==> src/rtl/riscv_pkg.sv <==
// riscv_pkg: shared RV32I decode types for the decode stage.
// Holds the ALU operation encoding, base opcode constants, the immediate
// format enum and two small helpers for the immediate and ALU-op mapping.
package riscv_pkg;

   typedef enum logic [3:0] {
      ALU_ADD  = 4'd0,
      ALU_SUB  = 4'd1,
      ALU_SLL  = 4'd2,
      ALU_SLT  = 4'd3,
      ALU_SLTU = 4'd4,
      ALU_XOR  = 4'd5,
      ALU_SRL  = 4'd6,
      ALU_SRA  = 4'd7,
      ALU_OR   = 4'd8,
      ALU_AND  = 4'd9,
      ALU_LUI  = 4'd10   // pass the immediate straight through
   } alu_op_t;

   localparam logic [6:0] OPC_LUI    = 7'b0110111;
   localparam logic [6:0] OPC_AUIPC  = 7'b0010111;
   localparam logic [6:0] OPC_JAL    = 7'b1101111;
   localparam logic [6:0] OPC_JALR   = 7'b1100111;
   localparam logic [6:0] OPC_BRANCH = 7'b1100011;
   localparam logic [6:0] OPC_LOAD   = 7'b0000011;
   localparam logic [6:0] OPC_STORE  = 7'b0100011;
   localparam logic [6:0] OPC_OPIMM  = 7'b0010011;
   localparam logic [6:0] OPC_OP     = 7'b0110011;

   typedef enum logic [2:0] {
      IMM_R, IMM_I, IMM_S, IMM_B, IMM_U, IMM_J
   } imm_fmt_t;

   // Sign-extended immediate for the given format; R-type has none.
   function automatic logic [31:0] build_imm(input imm_fmt_t fmt, input logic [31:0] i);
      logic [31:0] r;
      case (fmt)
         IMM_I:   r = {{20{i[31]}}, i[31:20]};
         IMM_S:   r = {{20{i[31]}}, i[31:25], i[11:7]};
         IMM_B:   r = {{19{i[31]}}, i[31], i[7], i[30:25], i[11:8], 1'b0};
         IMM_U:   r = {i[31:12], 12'b0};
         IMM_J:   r = {{11{i[31]}}, i[31], i[19:12], i[20], i[30:21], 1'b0};
         default: r = 32'h0;
      endcase
      return r;
   endfunction

   // funct3/funct7[5] to ALU op. Bit 30 selects SUB only for register ops
   // (for OP-IMM it is an immediate bit); it selects SRA/SRAI for both.
   function automatic alu_op_t arith_op(input logic [2:0] f3, input logic f7b5,
                                        input logic is_imm);
      alu_op_t r;
      case (f3)
         3'b000:  r = (f7b5 && !is_imm) ? ALU_SUB : ALU_ADD;
         3'b001:  r = ALU_SLL;
         3'b010:  r = ALU_SLT;
         3'b011:  r = ALU_SLTU;
         3'b100:  r = ALU_XOR;
         3'b101:  r = f7b5 ? ALU_SRA : ALU_SRL;
         3'b110:  r = ALU_OR;
         default: r = ALU_AND;
      endcase
      return r;
   endfunction

endpackage

==> src/rtl/RegisterFile.sv <==
// RegisterFile: 31 writable 32-bit registers, x0 hard-wired to zero.
// Writes land on the falling edge; reads are combinational with
// same-cycle write-through so decode sees a value being written back now.
module RegisterFile (
   input  logic        clk,
   input  logic        reset,
   input  logic        we,
   input  logic [4:0]  waddr,
   input  logic [31:0] wdata,
   input  logic [4:0]  raddr1,
   input  logic [4:0]  raddr2,
   output logic [31:0] rdata1,
   output logic [31:0] rdata2
);

   logic [31:0] regs [1:31];

   // Storage update: reset clears everything and drops any concurrent write.
   always_ff @(negedge clk) begin
      if (reset) begin
         for (int i = 1; i < 32; i++) regs[i] <= 32'h0;
      end else if (we && waddr != 5'd0) begin
         regs[waddr] <= wdata;
      end
   end

   // Read ports with x0 rule and write-through from the writeback port.
   always_comb begin
      rdata1 = 32'h0;
      rdata2 = 32'h0;
      if (raddr1 != 5'd0)
         rdata1 = (we && waddr == raddr1) ? wdata : regs[raddr1];
      if (raddr2 != 5'd0)
         rdata2 = (we && waddr == raddr2) ? wdata : regs[raddr2];
   end

endmodule

==> src/rtl/stage_2_decode.sv <==
// stage_2_decode: RV32I decode stage with register read, immediate build,
// load-use hazard detection and a falling-edge output register.
// Optional macro DECODE_ILLEGAL_EN: when defined, unsupported nonzero
// opcodes issue as valid=1/illegal=1; otherwise they become bubbles.
module stage_2_decode
   import riscv_pkg::*;
#(
   parameter logic [31:0] RESET_PC = 32'h0
) (
   input  logic        clk,
   input  logic        reset,
   input  logic [31:0] instruction,
   input  logic [31:0] next_address,
   input  logic        flush,
   input  logic        wb_enable,
   input  logic [4:0]  wb_rd,
   input  logic [31:0] wb_data,
   output logic        stall,
   output logic [31:0] rs1_value,
   output logic [31:0] rs2_value,
   output logic [31:0] imm,
   output logic [4:0]  rd,
   output logic [2:0]  funct3,
   output logic [31:0] pc_next_out,
   output logic [3:0]  alu_op,
   output logic        alu_src_imm,
   output logic        mem_read,
   output logic        mem_write,
   output logic        reg_write,
   output logic        branch,
   output logic        jump,
   output logic        valid,
   output logic        illegal
);

   logic [6:0]  opcode;
   logic [4:0]  rs1_a, rs2_a;
   logic [31:0] rf_rs1, rf_rs2;
   logic        supported, use_rs1, use_rs2;
   imm_fmt_t    fmt;
   alu_op_t     d_alu;
   logic        d_src, d_mr, d_mw, d_rw, d_br, d_j;
   logic        hazard, issue, take_illegal;

   assign opcode = instruction[6:0];
   assign rs1_a  = instruction[19:15];
   assign rs2_a  = instruction[24:20];

   RegisterFile u_rf (
      .clk    (clk),
      .reset  (reset),
      .we     (wb_enable),
      .waddr  (wb_rd),
      .wdata  (wb_data),
      .raddr1 (rs1_a),
      .raddr2 (rs2_a),
      .rdata1 (rf_rs1),
      .rdata2 (rf_rs2)
   );

   // Opcode decode: controls, immediate format and which sources are read.
   always_comb begin
      supported = 1'b0;
      use_rs1   = 1'b0;
      use_rs2   = 1'b0;
      fmt       = IMM_R;
      d_alu     = ALU_ADD;
      d_src     = 1'b0;
      d_mr      = 1'b0;
      d_mw      = 1'b0;
      d_rw      = 1'b0;
      d_br      = 1'b0;
      d_j       = 1'b0;
      case (opcode)
         OPC_LUI:    begin supported = 1'b1; fmt = IMM_U; d_alu = ALU_LUI; d_src = 1'b1; d_rw = 1'b1; end
         OPC_AUIPC:  begin supported = 1'b1; fmt = IMM_U; d_src = 1'b1; d_rw = 1'b1; end
         OPC_JAL:    begin supported = 1'b1; fmt = IMM_J; d_src = 1'b1; d_rw = 1'b1; d_j = 1'b1; end
         OPC_JALR:   begin supported = 1'b1; use_rs1 = 1'b1; fmt = IMM_I; d_src = 1'b1; d_rw = 1'b1; d_j = 1'b1; end
         OPC_BRANCH: begin supported = 1'b1; use_rs1 = 1'b1; use_rs2 = 1'b1; fmt = IMM_B; d_alu = ALU_SUB; d_br = 1'b1; end
         OPC_LOAD:   begin supported = 1'b1; use_rs1 = 1'b1; fmt = IMM_I; d_src = 1'b1; d_mr = 1'b1; d_rw = 1'b1; end
         OPC_STORE:  begin supported = 1'b1; use_rs1 = 1'b1; use_rs2 = 1'b1; fmt = IMM_S; d_src = 1'b1; d_mw = 1'b1; end
         OPC_OPIMM:  begin
            supported = 1'b1; use_rs1 = 1'b1; fmt = IMM_I; d_src = 1'b1; d_rw = 1'b1;
            d_alu = arith_op(instruction[14:12], instruction[30], 1'b1);
         end
         OPC_OP:     begin
            supported = 1'b1; use_rs1 = 1'b1; use_rs2 = 1'b1; d_rw = 1'b1;
            d_alu = arith_op(instruction[14:12], instruction[30], 1'b0);
         end
         default: ;
      endcase
   end

   // A load in the output register whose destination this instruction reads.
   assign hazard = valid && mem_read && (rd != 5'd0) &&
                   ((use_rs1 && rs1_a == rd) || (use_rs2 && rs2_a == rd));
   // Flush squashes this decode, so holding fetch would be pointless.
   assign stall  = hazard && !flush && !reset;
   assign issue  = supported && (instruction != 32'h0) && !flush && !stall;

`ifdef DECODE_ILLEGAL_EN
   assign take_illegal = !supported && (instruction != 32'h0) && !flush;

   // Illegal flag register; only exists when illegal reporting is enabled.
   always_ff @(negedge clk) begin
      if (reset) illegal <= 1'b0;
      else       illegal <= take_illegal;
   end
`else
   assign take_illegal = 1'b0;
   assign illegal      = 1'b0;
`endif

   // Output register: decoded result, or all-zero controls for a bubble.
   always_ff @(negedge clk) begin
      if (reset) begin
         valid       <= 1'b0;
         pc_next_out <= RESET_PC;
         rs1_value   <= 32'h0;
         rs2_value   <= 32'h0;
         imm         <= 32'h0;
         rd          <= 5'd0;
         funct3      <= 3'd0;
         alu_op      <= 4'd0;
         alu_src_imm <= 1'b0;
         mem_read    <= 1'b0;
         mem_write   <= 1'b0;
         reg_write   <= 1'b0;
         branch      <= 1'b0;
         jump        <= 1'b0;
      end else begin
         valid       <= issue || take_illegal;
         pc_next_out <= next_address;
         if (issue) begin
            rs1_value   <= rf_rs1;
            rs2_value   <= rf_rs2;
            imm         <= build_imm(fmt, instruction);
            rd          <= d_rw ? instruction[11:7] : 5'd0;
            funct3      <= instruction[14:12];
            alu_op      <= d_alu;
            alu_src_imm <= d_src;
            mem_read    <= d_mr;
            mem_write   <= d_mw;
            reg_write   <= d_rw;
            branch      <= d_br;
            jump        <= d_j;
         end else begin
            rs1_value   <= 32'h0;
            rs2_value   <= 32'h0;
            imm         <= 32'h0;
            rd          <= 5'd0;
            funct3      <= 3'd0;
            alu_op      <= 4'd0;
            alu_src_imm <= 1'b0;
            mem_read    <= 1'b0;
            mem_write   <= 1'b0;
            reg_write   <= 1'b0;
            branch      <= 1'b0;
            jump        <= 1'b0;
         end
      end
   end

endmodule

==> config.mk <==
export PLATFORM = sky130hd
export DESIGN_NAME = stage_2_decode
export DESIGN_NICKNAME = d
export VERILOG_FILES = /design/src/rtl/riscv_pkg.sv /design/src/rtl/RegisterFile.sv /design/src/rtl/stage_2_decode.sv
export SDC_FILE = /design/constraint.sdc
export NUM_CORES = 2
export LEC_CHECK = 0
export CORE_ASPECT_RATIO = 1.25
export CORE_UTILIZATION = 60
export CTS_BUF_LIST = sky130_fd_sc_hd__clkbuf_4 sky130_fd_sc_hd__clkbuf_8
export DETAILED_ROUTE_END_ITERATION = 10
export PLACE_DENSITY = 0.79
export SETUP_SLACK_MARGIN = 0.05
export SLEW_MARGIN = 10
export SYNTH_ARGS = -nofsm -noshare
export SYNTH_HDL_FRONTEND = slang
export SYNTH_SLANG_ARGS = --single-unit
==> constraint.sdc <==
create_clock -name clk -period 2.8 [get_ports clk]
set_clock_uncertainty 0.05 [all_clocks]
set_input_delay 0.56 -clock clk [delete_from_list [all_inputs] [get_ports clk]]
set_output_delay 0.56 -clock clk [all_outputs]
set_load 0.005 [all_outputs]
==> summary.txt <==
Yosys
  – Yosys cell types: 66
  – Post-synth EDFFs: 1,024
  – Number of synthesis warnings: 0
  – Yosys reg bits: 1,171
  – Seq/Total Area, Yosys: 0.559
  – Ranking of synthesized cells by area: edfxtp_1, mux4_2, and2_1
  – Cell area after synthesis: 0.0603 mm^2
  – Share of the synthesized area in the top cell type: 0.510
  – Yosys top cell by area: edfxtp_1
  – Ys async rst share: 0
  – Avg Cell Area, Syn: 13.6 um^2
  – Main synth FF type: edfxtp_1
  – Cell count after synthesis: 4,415

Layout
  – Layout cells sized above 1: 0.327
  – Commonest non-fill, non-tap cell in the layout: inv_1
  – Filler cell count: 4,903
  – Final #Nets: 6,414
  – Commonest non-fill, non-tap cells in the layout: inv_1, edfxtp_1, and2_1
  – Design area: 0.0800 mm^2
  – Area Growth Syn to Fin: 32.8%

Placement
  – IO Port Bufs: 252
  – Area after DPL: 0.0704 mm^2
  – RD Place Congestion: 0.989
  – Post-Place Worst Slack: -1660 ps
  – Post-DP HPWL: 142 mm

Clock network
  – TritonCTS clock tree: built
  – Clk pin slew, worst setup/hold paths: 90 ps
  – Cts bufs inserted: 195
  – Clk sinks: 1,171
  – Worst-Skew Late Latency: 920 ps
  – H-tree level count: 4
  – Clock root buffer: clkbuf_8
  – Clock buffer depth: 3
  – Hold-fix buffers, CTS: 0

Pwr
  – Pwr/cell area: 619 mW/mm^2
  – Max VDD drop: 0.000541 V
  – Final Power: 0.0495 W
  – LEAKAGE: 33.9 nW

Floorplanning
  – Row cnt: 129
  – I/O pin cnt: 254
  – Die W: 285 um
  – Total die area: 0.102 mm^2
  – Initial core utilization: 0.607
  – Placeable Area: 0.0993 mm^2
  – Die span in y: 356 um

Timing
  – Slew headroom: 0.414
  – Hold WS: 857 ps
  – Final setup fails: 1,535
  – RSZ-0062 raised after global routing: yes
  – Worst-Margin Slew: 877 ps
  – Slew Limit Fails: 0
  – Hold Vio Cnt, Final: 0
  – Worst setup margin: -1600 ps

Worst setup path
  – Startpoint types: register
  – CP required: 2190 ps
  – Setup CP Type: register to output pin
  – Critical path arrival: 3790 ps
  – Crit. End Element: output pin
  – Worst-path fanout max: 4

GRT
  – Antenna violations before repair: 8
  – Largest net degree at the start of global routing: 64
  – GRT overflow: 0
  – First-pass GRT wire length: 332 mm
  – Overall global routing resource usage: 0.450
  – Vias in the first global route: 55,000

Routing
  – Starting DRT DRC Count: 9,906
  – Wire per inst: 30.2 um
  – Total number of vias: 52,700
  – Vias per inst: 6.78
  – DRT Pass-1 Iters: 11
  – Antenna viol nets, final: 0
  – Final wirelength: 235 mm
  – Drt drc: 0

Status
  – Status: finished, violations left
  – Failing checks: negative setup slack

Min path
  – Hold crit path type: register to register

Job
  – MaxCap Viol Count: 0
-- metal layers --
metal,share of wire,GRT usage,wire length [um],vias to the layer above
met1,0.30,0.511,71500,24600
met4,0.087,0.362,20500,12
met3,0.17,0.193,38800,1709
li1,-,-,-,20400
met5,0.00057,0.00509,135,-
met2,0.44,0.667,104000,5854
-- through the flow --
stage | TNS [ps] | std cells | utilization
final | -250020 | 7770 | 0.806
after global routing | -249310 | 7768 | 0.806
after CTS | -173610 | 7761 | 0.803
after detailed placement | -2434510 | 6180 | 0.709
after global placement | -2380620 | 6180 | 0.709
after floorplan | -1379090 | 4447 | -
-- cell type report --
class / instances / area [um^2] / share of cell area
timing repair buffer: 954 / 10800 / 0.134
sequential: 1171 / 33900 / 0.423
antenna: 3 / 7.51 / 0.0000938
multi-input combinational: 2810 / 25600 / 0.319
clock buffer: 197 / 2710 / 0.0339
inverter: 6 / 22.5 / 0.000281
tap: 1310 / 1640 / 0.0205
clock inverter: 1319 / 5460 / 0.0682
-- what timing repair did --
item	CTS	global route
endpoints found under the hold margin	0	0
gates resized for setup	904	50
cloned	17	1
setup buffers	50	5
pin swaps	44	8
setup endpoints to repair	2229	1956
-- report_power, final --
group	switching [W]	leakage, nW	internal [W]	total, W
Combinational	0.00319	14.7	0.00275	0.00594
Clock	0.0130	8.23	0.0101	0.0231
Sequential	0.000524	11.0	0.0199	0.0205
Total	0.0167	33.9	0.0328	0.0495
-- flip-flops by register name, summed over array words and instances, names as in the netlist --
register,cells
alu_src_imm,1
mem_read,1
rs2_value,32
u_rf.regs,1024
rd,5
valid,1
funct3,3
rs1_value,32
alu_op,4
mem_write,1
jump,1
imm,32
reg_write,1
branch,1
pc_next_out,32
-- cell families (layout without fill, tap and decap cells) --
group	after synthesis	count (layout)	synth area share
AO/OA/AOI/OAI	498	498	0.0621
XOR/XNOR	20	20	0.00291
buffers and inverters	466	2476	0.0364
flip-flops	1171	1171	0.559
multiplexers	675	675	0.185
other	1	36	0.0000622
AND/OR/NAND/NOR	1584	1584	0.154
-- critical path, stage by stage (launching register included) --
cell and delay (ps):
dfxtp_4 380, or4_4 550, o2111ai_2 210, buf_4 150
a21oi_2 30, buf_2 140
-- path summary, 6_finish.rpt --
path                                 endpoint             start  depth (start not counted)  slack [ps]
worst min register to register  rs2_value[16]  u_rf.regs[3][16]                          4         860
worst max register to register   rs1_value[8]             rd[2]                          9         230
worst min-delay path            rs2_value[16]  u_rf.regs[3][16]                          4         860
worst max-delay path                    stall             rd[2]                          5       -1600
-- Yosys cell counts, types with 63 or more instances --
master / instances
edfxtp_1: 1024
and2_1: 964
mux4_2: 322
mux2_2: 309
clkbuf_1: 298
nor2_1: 193
o22ai_1: 156
dfxtp_1: 147
nor2b_1: 103
nor3_1: 97
buf_2: 83
o21ai_0: 71
a211oi_1: 63
(Power assumes the default switching activity.)
